`src/rtl/arashi_pkg.sv`:
```
// Shared types for the arashi read-cache scheduler.
package arashi_pkg;

   // Thread ids are stored at the widest legal size; each module narrows them
   // to its own THREAD_NUM_WIDTH.
   localparam int unsigned TID_W_MAX            = 4;
   localparam int unsigned THREAD_NUM_WIDTH_DEF = 2;
   localparam int unsigned THREAD_NUM           = 1 << THREAD_NUM_WIDTH_DEF;

   typedef logic [TID_W_MAX-1:0] tid_t;

   typedef struct packed {
      logic valid;
      tid_t tid;
   } rd_tag_t;

endpackage

```
`src/rtl/arashi_rr_pick.sv`:
```
// Round-robin find-first: lowest set bit of elig at or above ptr, wrapping.
module arashi_rr_pick
   import arashi_pkg::*;
#(
   parameter int unsigned W = THREAD_NUM_WIDTH_DEF
) (
   input  logic [(1<<W)-1:0] elig,
   input  logic [W-1:0]      ptr,
   output logic              any,
   output logic [W-1:0]      sel
);

   localparam int unsigned N = 1 << W;

   logic [N-1:0] rot;
   logic [W-1:0] idx;

   // rotate so ptr lands on bit 0, priority-encode, then add ptr back
   always_comb begin
      rot = N'({elig, elig} >> ptr);
      idx = '0;
      for (int unsigned i = N; i > 0; i--) begin
         if (rot[i-1]) idx = W'(i - 1);
      end
      any = |elig;
      sel = idx + ptr;
   end

endmodule

```
`src/rtl/arashi_rcache_sched.sv`:
```
// Schedules per-thread reads onto one fixed-latency cache port and returns
// tagged responses; each thread holds at most one outstanding read.
module arashi_rcache_sched
   import arashi_pkg::*;
#(
   parameter int unsigned THREAD_NUM_WIDTH = 2,
   parameter int unsigned MEM_WIDTH        = 10,
   parameter int unsigned DATA_WIDTH       = 32,
   parameter int unsigned RD_LATENCY       = 2
) (
   input  logic                                   clk,
   input  logic                                   rstn,
   input  logic [(1<<THREAD_NUM_WIDTH)-1:0]       req_valid,
   input  logic [(1<<THREAD_NUM_WIDTH)*MEM_WIDTH-1:0] req_addr,
   output logic [(1<<THREAD_NUM_WIDTH)-1:0]       req_ready,
   input  logic                                   mem_busy,
   output logic                                   mem_ren,
   output logic [MEM_WIDTH-1:0]                   mem_addr,
   input  logic [DATA_WIDTH-1:0]                  mem_rdata,
   output logic                                   rsp_valid,
   output logic [THREAD_NUM_WIDTH-1:0]            rsp_tid,
   output logic [DATA_WIDTH-1:0]                  rsp_data,
   output logic [(1<<THREAD_NUM_WIDTH)-1:0]       pend
);

   localparam int unsigned NT = 1 << THREAD_NUM_WIDTH;

   logic [THREAD_NUM_WIDTH-1:0] ptr;
   logic [THREAD_NUM_WIDTH-1:0] sel;
   logic                        any;
   logic [NT-1:0]               elig;
   logic [NT-1:0]               pend_nxt;
   logic [MEM_WIDTH-1:0]        sel_addr;
   logic                        accept;
   rd_tag_t                     tag [RD_LATENCY+1];

   assign elig = req_valid & ~pend;

   arashi_rr_pick #(
      .W (THREAD_NUM_WIDTH)
   ) u_pick (
      .elig (elig),
      .ptr  (ptr),
      .any  (any),
      .sel  (sel)
   );

   // grant, selected address and next pend vector
   always_comb begin
      req_ready = '0;
      sel_addr  = '0;
      for (int unsigned t = 0; t < NT; t++) begin
         if (sel == THREAD_NUM_WIDTH'(t)) sel_addr = req_addr[t*MEM_WIDTH +: MEM_WIDTH];
      end
      if (rstn && any && !mem_busy) req_ready[sel] = 1'b1;
      accept = |(req_valid & req_ready);
      // clear and set target different threads, so ordering is irrelevant
      pend_nxt = pend;
      if (tag[RD_LATENCY].valid) pend_nxt[THREAD_NUM_WIDTH'(tag[RD_LATENCY].tid)] = 1'b0;
      if (accept) pend_nxt[sel] = 1'b1;
   end

   // issue register, tag pipeline, response register and pend state
   always_ff @(posedge clk) begin
      if (!rstn) begin
         mem_ren   <= 1'b0;
         mem_addr  <= '0;
         rsp_valid <= 1'b0;
         rsp_tid   <= '0;
         rsp_data  <= '0;
         pend      <= '0;
         ptr       <= '0;
         for (int unsigned k = 0; k <= RD_LATENCY; k++) tag[k] <= '0;
      end else begin
         mem_ren <= accept;
         if (accept) begin
            mem_addr <= sel_addr;
            ptr      <= sel + 1'b1;
         end
         tag[0].valid <= accept;
         tag[0].tid   <= accept ? tid_t'(sel) : '0;
         for (int unsigned k = 1; k <= RD_LATENCY; k++) tag[k] <= tag[k-1];
         if (tag[RD_LATENCY].valid) begin
            rsp_valid <= 1'b1;
            rsp_tid   <= THREAD_NUM_WIDTH'(tag[RD_LATENCY].tid);
            rsp_data  <= mem_rdata;
         end else begin
            rsp_valid <= 1'b0;
         end
         pend <= pend_nxt;
      end
   end

endmodule
```
`config.mk`:
```
export PLATFORM = sky130hd
export DESIGN_NAME = arashi_rcache_sched
export DESIGN_NICKNAME = d
export VERILOG_FILES = /design/src/rtl/arashi_pkg.sv /design/src/rtl/arashi_rr_pick.sv /design/src/rtl/arashi_rcache_sched.sv
export SDC_FILE = /design/constraint.sdc
export NUM_CORES = 1
export LEC_CHECK = 0
export ABC_AREA = 0
export ABC_CLOCK_PERIOD_IN_PS = 8150
export CAP_MARGIN = 30
export CORE_MARGIN = 2
export CORE_UTILIZATION = 45
export DETAILED_ROUTE_END_ITERATION = 6
export PLACE_DENSITY = 0.91
export SYNTH_ARGS = -nofsm -noshare
export SYNTH_HDL_FRONTEND = slang
export SYNTH_SLANG_ARGS = --single-unit
```
`constraint.sdc`:
```
create_clock -name clk -period 8.15 [get_ports clk]
set_input_delay 1.63 -clock clk [delete_from_list [all_inputs] [get_ports clk]]
set_output_delay 1.63 -clock clk [all_outputs]
set_load 0.05 [all_outputs]
```
==> impl_metrics.prom, run 1 <==
# TYPE chip_impl_metric gauge
chip_impl_metric{name="period_minus_slack",unit="ns"} 6.74
chip_impl_metric{name="avgSynthCellArea",unit="sq um"} 9.36
chip_impl_metric{name="reg2regPathDepth",unit=""} 15
chip_impl_metric{name="cts_inserted_buffers",unit=""} 9
chip_impl_metric{name="cts_htree_levels",unit=""} 3
chip_impl_metric{name="met2RoutedLength",unit="um"} 3830
chip_impl_info{name="worst_hold_check_path_type",value="register to register"} 1
chip_impl_metric{name="crit_fanout",unit=""} 15
chip_impl_metric{name="overall_track_demand_over_capacity_in_global_routing",unit="%"} 21.8
chip_impl_metric{name="first_global_vias",unit=""} 2617
chip_impl_info{name="tritoncts_clock_tree",value="done"} 1
chip_impl_info{name="synthTopCellsByArea",value="sky130_fd_sc_hd__dfxtp_1, sky130_fd_sc_hd__mux2i_1, sky130_fd_sc_hd__nor2b_1, sky130_fd_sc_hd__nand2_1, sky130_fd_sc_hd__o21ai_0"} 1
chip_impl_info{name="slowest_stage",value="sky130_fd_sc_hd__clkdlybuf4s50_1"} 1
chip_impl_metric{name="worst_clock_skew",unit="ns"} 0.00696
chip_impl_metric{name="ys_seq_area_share",unit="%"} 41.1
chip_impl_metric{name="netlist_area",unit="sq um"} 2920
chip_impl_metric{name="max-clock-path-buffers",unit=""} 2
chip_impl_metric{name="route.met3.wl",unit="um"} 488
chip_impl_metric{name="drt-wirelength-per-cell",unit="um"} 15.3
chip_impl_metric{name="vias",unit=""} 2772
chip_impl_metric{name="ir_worst_vdd",unit="uV"} 214
chip_impl_metric{name="cts_setup_buffers",unit=""} 0
chip_impl_metric{name="final_cycle_utilization_of_the_critical_path",unit="%"} 82.7
chip_impl_metric{name="die-width",unit="um"} 84.6
chip_impl_metric{name="worst_slew_pin_tran",unit="ns"} 0.867
chip_impl_metric{name="fp.dieArea",unit="sq um"} 7150
chip_impl_metric{name="insertedDiodeCount",unit=""} 0
chip_impl_metric{name="io_pins",unit=""} 133
chip_impl_metric{name="antenna_violating_nets_post_route",unit=""} 0
chip_impl_metric{name="worst_ep_required_time",unit="ns"} 6.52
chip_impl_metric{name="power.total",unit="mW"} 1.23
chip_impl_metric{name="utilization",unit="%"} 70.3
chip_impl_metric{name="sequential_cell_area",unit="sq um"} 1200
chip_impl_metric{name="drt_pass_1_iters",unit=""} 4
chip_impl_metric{name="number_of_nets_produced_by_synthesis",unit=""} 395
chip_impl_metric{name="achievable-frequency",unit="MHz"} 148
chip_impl_metric{name="postRouteWirelength",unit="um"} 7900
chip_impl_metric{name="hold_depth",unit=""} 1
chip_impl_metric{name="syn-instance-count",unit=""} 312
chip_impl_metric{name="grt-ovfl-total",unit=""} 0
chip_impl_info{name="hold_start",value="tag[0][9]$_SDFF_PN0_"} 1
chip_impl_info{name="routed.top_layer",value="met4"} 1
chip_impl_info{name="timing.setup.critical_path_class",value="input port to output pin"} 1
chip_impl_metric{name="power_density",unit="nW/um^2"} 278
chip_impl_metric{name="wl_met1",unit="um"} 3500
chip_impl_metric{name="cp_data_arrival_time",unit="ns"} 5.11
chip_impl_metric{name="synth.distinct_cells",unit=""} 43
chip_impl_info{name="sort_of_element_at_the_end_of_the_critical_path",value="output pin"} 1
chip_impl_info{name="min_to",value="tag[0][14]$_SDFF_PN0_"} 1
chip_impl_metric{name="cts.hold.buffers_added",unit=""} 0
chip_impl_metric{name="cts-resized-gates",unit=""} 0
chip_impl_metric{name="worstPathBufferInverterCount",unit=""} 2
chip_impl_metric{name="slew-limit-headroom",unit="%"} 42.2
chip_impl_info{name="crit_path_cells",value="clkdlybuf4s50_1 -> nor2b_1 -> a21o_1 -> a21oi_1 -> o21ai_0 -> o31ai_1 -> ha_1 -> xnor2_1 -> ha_1 -> and2_1 -> clkdlybuf4s50_1"} 1
chip_impl_metric{name="post-route-drc-count",unit=""} 0
chip_impl_metric{name="dp_hpwl",unit="um"} 5600
chip_impl_metric{name="finalWeightedCongestion",unit=""} 0.872
chip_impl_metric{name="multi_input_area",unit="sq um"} 1590
chip_impl_metric{name="final-hold-violation-count",unit=""} 0
chip_impl_metric{name="pin_count_of_the_biggest_net_entering_global_routing",unit=""} 59
chip_impl_info{name="clock_tree.root_cell",value="sky130_fd_sc_hd__clkbuf_8"} 1
chip_impl_metric{name="final-setup-viol-count",unit=""} 0
chip_impl_metric{name="synth_top_area_share",unit="%"} 41.1
chip_impl_metric{name="drv_cap",unit=""} 0
chip_impl_metric{name="vertical_die_dimension",unit="um"} 84.6
chip_impl_metric{name="cp_slowest_stage_delay",unit="ns"} 0.79
chip_impl_metric{name="area_growth",unit="%"} 52.0
chip_impl_metric{name="drt-vias-per-instance",unit=""} 5.35
chip_impl_metric{name="antenna_found_initial",unit=""} 0
chip_impl_metric{name="fill_cells",unit=""} 498
chip_impl_metric{name="starting_density_of_the_core",unit="%"} 46.3
chip_impl_info{name="rsz0062_at_grt",value="false"} 1
chip_impl_info{name="yosys.area.top_type",value="sky130_fd_sc_hd__dfxtp_1"} 1
chip_impl_metric{name="finalMaxSlewViolations",unit=""} 0
chip_impl_metric{name="synthesis_warnings",unit=""} 0
chip_impl_metric{name="clk_transition_reported_paths",unit="ns"} 0.07
chip_impl_info{name="critical-path-top-delay-family",value="buffers and inverters"} 1
chip_impl_metric{name="yosys_register_bits",unit=""} 60
chip_impl_info{name="run_status",value="complete, no violations"} 1
chip_impl_metric{name="p_leak",unit="nW"} 1.57
chip_impl_metric{name="r2r_slack",unit="ns"} 3.78
chip_impl_metric{name="core_region_area",unit="sq um"} 6310
chip_impl_metric{name="drive_above_1_share",unit="%"} 6.35
chip_impl_metric{name="worstSetupPathDepth",unit=""} 11
chip_impl_metric{name="drt-initial-drc-count",unit=""} 122
chip_impl_metric{name="totalNegativeSetupSlack",unit="ns"} 0
chip_impl_metric{name="clock_insertion_delay_worst_skew",unit="ns"} 0.33
chip_impl_info{name="critical_path.reg2reg.startpoint",value="ptr[0]$_SDFFE_PN0P_"} 1
chip_impl_metric{name="final_nets",unit=""} 519
chip_impl_metric{name="port_buffers",unit=""} 132
chip_impl_metric{name="cts_sinks",unit=""} 60
chip_impl_metric{name="grt_pass1_wl",unit="um"} 12600
chip_impl_metric{name="rows",unit=""} 29
chip_impl_info{name="cp-start-kind",value="input port"} 1
chip_impl_info{name="regToRegEndpoint",value="mem_addr[3]$_SDFFE_PN0P_"} 1
kinds of logic (layout without fill, tap and decap cells):
group | count (synthesis) | in the layout | share of synthesized area [%]
fa+ha+maj | 5 | 5 | 2.06
simple gates | 113 | 113 | 21.8
buf+inv | 29 | 158 | 4.46
flops | 60 | 60 | 41.1
mux | 35 | 35 | 12.0
xor+xnor | 1 | 1 | 0.300
compound gates | 69 | 69 | 18.3
registers in the layout (all words and copies together), names as in the netlist:
| signal | count |
|---|---|
| rsp_data | 32 |
| mem_addr | 10 |
| tag | 9 |
| pend | 4 |
| ptr | 2 |
| rsp_tid | 2 |
| rsp_valid | 1 |
per-layer routing:
metal  track usage, %  up-vias
li1                 -     1374
met1             28.1     1299
met2             35.8       90
met3             5.60        9
met4             7.07        0
met5                0        -
worst reg2reg max path, cell delays in order (launching register included):
cell and delay (ns):
sky130_fd_sc_hd__dfxtp_1 0.65, sky130_fd_sc_hd__nor2_1 0.10, sky130_fd_sc_hd__a21oi_1 0.20, sky130_fd_sc_hd__a21oi_1 0.09
sky130_fd_sc_hd__o21ai_0 0.17, sky130_fd_sc_hd__o31ai_1 0.10, sky130_fd_sc_hd__ha_1 0.23, sky130_fd_sc_hd__xnor2_1 0.35
sky130_fd_sc_hd__inv_1 0.08, sky130_fd_sc_hd__ha_1 0.37, sky130_fd_sc_hd__a222oi_1 0.43, sky130_fd_sc_hd__buf_4 0.32
sky130_fd_sc_hd__inv_2 0.10, sky130_fd_sc_hd__o21ai_2 0.62, sky130_fd_sc_hd__nor4_1 0.13, sky130_fd_sc_hd__o31a_1 0.32
through the flow:
stage	setup slack, ns	area (sq um)	std cells	hold slack [ns]
5_1_grt	1.16	4440	518	0.459
6_report	1.41	4440	518	0.434
3_3_place_gp	1.52	4240	501	0.415
3_5_place_dp	1.44	4260	502	0.419
2_1_floorplan	2.71	2920	312	0.412
4_1_cts	1.43	4440	518	0.436
worst max-delay path by stage:
stage                  from      endpoint
5_1_grt        req_valid[3]  req_ready[1]
6_report       req_valid[3]  req_ready[1]
4_1_cts        req_valid[3]  req_ready[1]
3_5_place_dp   req_valid[3]  req_ready[1]
2_1_floorplan  req_valid[2]  req_ready[1]
3_3_place_gp   req_valid[3]  req_ready[1]
cells in the final DEF (no fill, tap or decap), drive strengths merged, types with 10 or more instances in the layout:
master	Yosys	routed
dfxtp	60	60
mux2i	35	35
clkdlybuf4s50	0	131
nand2	27	27
and2	12	12
o21ai	24	24
and3	10	10
o31a	10	10
nor2b	37	37
synth_stat cells:
cell and instances:
sky130_fd_sc_hd__and3_1 10, sky130_fd_sc_hd__a41oi_2 1, sky130_fd_sc_hd__o21ai_2 1, sky130_fd_sc_hd__o211ai_1 5, sky130_fd_sc_hd__o311ai_0 1, sky130_fd_sc_hd__nand4_4 1
sky130_fd_sc_hd__nor3b_1 2, sky130_fd_sc_hd__a21boi_0 1, sky130_fd_sc_hd__o21ai_4 1, sky130_fd_sc_hd__o211a_1 1, sky130_fd_sc_hd__nand3_1 1, sky130_fd_sc_hd__buf_1 1
sky130_fd_sc_hd__o21ai_0 19, sky130_fd_sc_hd__nor4_1 9, sky130_fd_sc_hd__dfxtp_1 60, sky130_fd_sc_hd__nor2b_1 37, sky130_fd_sc_hd__maj3_1 1, sky130_fd_sc_hd__xnor2_1 1
sky130_fd_sc_hd__and2_1 12, sky130_fd_sc_hd__a32o_1 2, sky130_fd_sc_hd__nand2b_1 5, sky130_fd_sc_hd__o31ai_1 1, sky130_fd_sc_hd__ha_1 4, sky130_fd_sc_hd__a211o_1 4
sky130_fd_sc_hd__a21oi_1 4, sky130_fd_sc_hd__o21ai_1 3, sky130_fd_sc_hd__a221o_1 9, sky130_fd_sc_hd__nand2_1 27, sky130_fd_sc_hd__o31a_1 10, sky130_fd_sc_hd__buf_6 2
sky130_fd_sc_hd__a211oi_2 1, sky130_fd_sc_hd__clkbuf_1 13, sky130_fd_sc_hd__inv_2 2, sky130_fd_sc_hd__nand3b_1 1, sky130_fd_sc_hd__o211ai_2 1, sky130_fd_sc_hd__buf_2 5
sky130_fd_sc_hd__mux2i_1 35, sky130_fd_sc_hd__nor2_1 8, sky130_fd_sc_hd__o21a_1 1, sky130_fd_sc_hd__a222oi_1 1, sky130_fd_sc_hd__inv_1 6, sky130_fd_sc_hd__a211oi_1 1
sky130_fd_sc_hd__a21o_1 1
report_power, final:
part           internal, mW  switching (mW)
logic                 0.237           0.382
registers             0.340          0.0397
clock network         0.112           0.125
total                 0.688           0.546
final cells by class:
type                            count  share of cell area, %
Tap cell                           77                   2.17
Clock buffer                        9                   2.79
Multi-Input combinational cell    223                   35.8
Timing Repair Buffer              134                   30.3
Sequential cell                    60                   27.1
Inverter                            8                  0.676
Clock inverter                      7                   1.21
Power figures use the tool's default switching activity.
==> run 2: changes to the inputs <==
Settings changed: ABC_CLOCK_PERIOD_IN_PS 8150 to 5400, CORE_UTILIZATION 45 to 38, PLACE_DENSITY 0.91 to 0.82.
Clock period 8.15 ns to 5.4 ns, I/O delays scaled along.
==> impl_metrics.prom, run 2 (same netlist as run 1, synthesis figures left out) <==
# TYPE chip_impl_metric gauge
chip_impl_metric{name="largest_register_ff_count",unit=""} 32
chip_impl_metric{name="power_density",unit="nW/um^2"} 443
chip_impl_info{name="worst_hold_check_path_type",value="register to register"} 1
chip_impl_metric{name="area_growth",unit="%"} 56.8
chip_impl_metric{name="cts_setup_buffers",unit=""} 0
chip_impl_metric{name="cts.hold.buffers_added",unit=""} 0
chip_impl_metric{name="r2r_slack",unit="ns"} 1.25
chip_impl_info{name="crit_start",value="req_valid[3]"} 1
chip_impl_metric{name="ir_worst_vdd",unit="uV"} 311
chip_impl_metric{name="final_cycle_utilization_of_the_critical_path",unit="%"} 91.0
chip_impl_info{name="rsz0062_at_grt",value="false"} 1
chip_impl_metric{name="starting_density_of_the_core",unit="%"} 39.8
chip_impl_metric{name="grt-ovfl-total",unit=""} 0
chip_impl_metric{name="clock_insertion_delay_worst_skew",unit="ns"} 0.33
chip_impl_metric{name="totalNegativeSetupSlack",unit="ns"} 0
chip_impl_metric{name="finalMaxSlewViolations",unit=""} 0
chip_impl_info{name="cp-start-kind",value="input port"} 1
chip_impl_metric{name="overall_track_demand_over_capacity_in_global_routing",unit="%"} 19.4
chip_impl_info{name="layout_commonest_cell",value="sky130_fd_sc_hd__clkdlybuf4s50_1"} 1
chip_impl_metric{name="drt-wirelength-per-cell",unit="um"} 14.9
chip_impl_info{name="clock_tree.root_cell",value="sky130_fd_sc_hd__clkbuf_8"} 1
chip_impl_info{name="sort_of_element_at_the_end_of_the_critical_path",value="register"} 1
chip_impl_metric{name="drt-initial-drc-count",unit=""} 150
chip_impl_metric{name="postRouteWirelength",unit="um"} 8120
chip_impl_metric{name="final-setup-viol-count",unit=""} 0
chip_impl_metric{name="grt_pass1_wl",unit="um"} 13200
chip_impl_metric{name="worst_slew_pin_tran",unit="ns"} 0.675
chip_impl_metric{name="vias",unit=""} 2776
chip_impl_metric{name="rows",unit=""} 31
chip_impl_info{name="slowest_stage",value="sky130_fd_sc_hd__o21ai_2"} 1
chip_impl_metric{name="cts_sinks",unit=""} 60
chip_impl_info{name="layout_top_registers",value="rsp_data (32), mem_addr (10), tag (9)"} 1
chip_impl_metric{name="core_region_area",unit="sq um"} 7330
chip_impl_metric{name="max-clock-path-buffers",unit=""} 2
chip_impl_metric{name="cp_slowest_stage_delay",unit="ns"} 0.56
chip_impl_info{name="timing.setup.critical_path_class",value="input port to register"} 1
chip_impl_metric{name="achievable-frequency",unit="MHz"} 203
chip_impl_metric{name="antenna_violating_nets_post_route",unit=""} 0
chip_impl_info{name="layout.cells.most_common_list",value="sky130_fd_sc_hd__clkdlybuf4s50_1, sky130_fd_sc_hd__dfxtp_1, sky130_fd_sc_hd__nor2b_1, sky130_fd_sc_hd__mux2i_1, sky130_fd_sc_hd__nand2_1"} 1
chip_impl_metric{name="io_pins",unit=""} 133
chip_impl_metric{name="cts_htree_levels",unit=""} 3
chip_impl_metric{name="cts_inserted_buffers",unit=""} 9
chip_impl_metric{name="worst_ep_required_time",unit="ns"} 5.67
chip_impl_metric{name="insertedDiodeCount",unit=""} 0
chip_impl_metric{name="dp_hpwl",unit="um"} 5980
chip_impl_metric{name="reg2regPathDepth",unit=""} 16
chip_impl_metric{name="finalWeightedCongestion",unit=""} 0.822
chip_impl_metric{name="clk_transition_reported_paths",unit="ns"} 0.06
chip_impl_metric{name="final-hold-violation-count",unit=""} 0
chip_impl_metric{name="pin_count_of_the_biggest_net_entering_global_routing",unit=""} 59
chip_impl_metric{name="worst_clock_skew",unit="ns"} 0.00888
chip_impl_metric{name="fp.dieArea",unit="sq um"} 8400
chip_impl_metric{name="antenna_found_initial",unit=""} 0
chip_impl_metric{name="cp_data_arrival_time",unit="ns"} 5.18
chip_impl_metric{name="drive_above_1_share",unit="%"} 8.07
chip_impl_metric{name="die-width",unit="um"} 91.7
chip_impl_metric{name="utilization",unit="%"} 62.5
chip_impl_metric{name="p_leak",unit="nW"} 1.64
chip_impl_metric{name="met2RoutedLength",unit="um"} 4200
chip_impl_metric{name="period_minus_slack",unit="ns"} 4.91
chip_impl_info{name="registers.top_by_ff_count",value="rsp_data"} 1
chip_impl_metric{name="route.met3.wl",unit="um"} 483
chip_impl_metric{name="post-route-drc-count",unit=""} 0
chip_impl_metric{name="final_nets",unit=""} 524
chip_impl_info{name="worstSetupEndpoint",value="mem_addr[8]$_SDFFE_PN0P_"} 1
chip_impl_metric{name="vertical_die_dimension",unit="um"} 91.7
chip_impl_metric{name="cts-resized-gates",unit=""} 0
chip_impl_metric{name="first_global_vias",unit=""} 2819
chip_impl_info{name="critical_path.reg2reg.startpoint",value="ptr[0]$_SDFFE_PN0P_"} 1
chip_impl_info{name="regToRegEndpoint",value="mem_addr[8]$_SDFFE_PN0P_"} 1
chip_impl_info{name="crit_path_cells",value="clkdlybuf4s50_1 -> nor2b_1 -> a21o_1 -> a21oi_1 -> o21ai_0 -> o31ai_1 -> ha_1 -> xnor2_1 -> inv_1 -> ha_1 -> a222oi_1 -> inv_2 -> o21ai_2 -> buf_4 -> nand2_1 -> o21ai_0 -> o31a_1"} 1
chip_impl_metric{name="slew-limit-headroom",unit="%"} 55.0
chip_impl_info{name="tritoncts_clock_tree",value="done"} 1
chip_impl_metric{name="drt-vias-per-instance",unit=""} 5.09
chip_impl_info{name="run_status",value="complete, no violations"} 1
chip_impl_metric{name="drv_cap",unit=""} 0
chip_impl_metric{name="crit_fanout",unit=""} 16
chip_impl_metric{name="wl_met1",unit="um"} 3340
chip_impl_info{name="routed.top_layer",value="met4"} 1
chip_impl_metric{name="port_buffers",unit=""} 132
chip_impl_metric{name="drt_pass_1_iters",unit=""} 4
[run 2: cell count changes in the layout (fill, tap and decap cells not counted), sizes merged]
cell and delta:
buf +9, clkdlybuf4s50 -4, clkinv -6, clkbuf +3
bufinv +3
[run 2: worst max-delay path: cells and delay by family]
kind / cells / cell delay, ns
compound gates: 8 / 1.87
simple gates: 2 / 0.32
xor+xnor: 1 / 0.33
fa+ha+maj: 2 / 0.59
buf+inv: 4 / 1.00
[run 2: stage by stage]
stage	instance area [sq um]	hold slack [ns]	setup slack [ns]	total power [mW]	std cells
floorplan	2920	0.412	1.06	1.23	312
global placement	4310	0.413	0.458	1.51	528
detailed placement	4330	0.422	0.189	1.54	529
CTS	4580	0.435	0.509	2.04	545
global route	4580	0.461	0.166	2.14	545
finish	4580	0.434	0.485	2.03	545
[run 2: worst min-delay path by stage]
| stage | endpoint | slack [ns] | from | depth (start not counted) |
|---|---|---|---|---|
| floorplan | tag[0][10]$_SDFF_PN0_ | 0.41 | tag[0][5]$_SDFF_PN0_ | 1 |
| detailed placement | tag[0][14]$_SDFF_PN0_ | 0.42 | tag[0][9]$_SDFF_PN0_ | 1 |
| global route | tag[0][14]$_SDFF_PN0_ | 0.46 | tag[0][9]$_SDFF_PN0_ | 1 |
| global placement | tag[0][14]$_SDFF_PN0_ | 0.41 | tag[0][9]$_SDFF_PN0_ | 1 |
| CTS | tag[0][11]$_SDFF_PN0_ | 0.44 | tag[0][6]$_SDFF_PN0_ | 1 |
| finish | tag[0][11]$_SDFF_PN0_ | 0.43 | tag[0][6]$_SDFF_PN0_ | 1 |
[run 2: report_power, final]
part,leakage [nW],switching (mW),internal (mW)
Combinational,1.03,0.587,0.370
Sequential,0.485,0.0587,0.513
Clock,0.127,0.167,0.331
Total,1.64,0.813,1.21
[run 2: metal layers]
layer / GRT usage, % / vias to the layer above
met3: 6.08 / 10
met4: 4.04 / 0
met2: 34.8 / 103
met1: 22.7 / 1291
met5: 0 / -
li1: - / 1372
[run 2: area by class of cell]
class,instances,area (sq um)
fillers,613,2750
multi-input cells,223,1590
repair buffers,139,1380
flip-flops and latches,60,1200
clock buffers,12,155
well taps,99,124
clock inverters,4,95.1
inverters,8,30.0
==> run 3: changes to the inputs <==
Settings changed: SKIP_CTS_REPAIR_TIMING set to 1, SKIP_LAST_GASP set to 1.
==> results of run 3 <==
No change in the layout: final DEF, timing and power equal those of run 2.
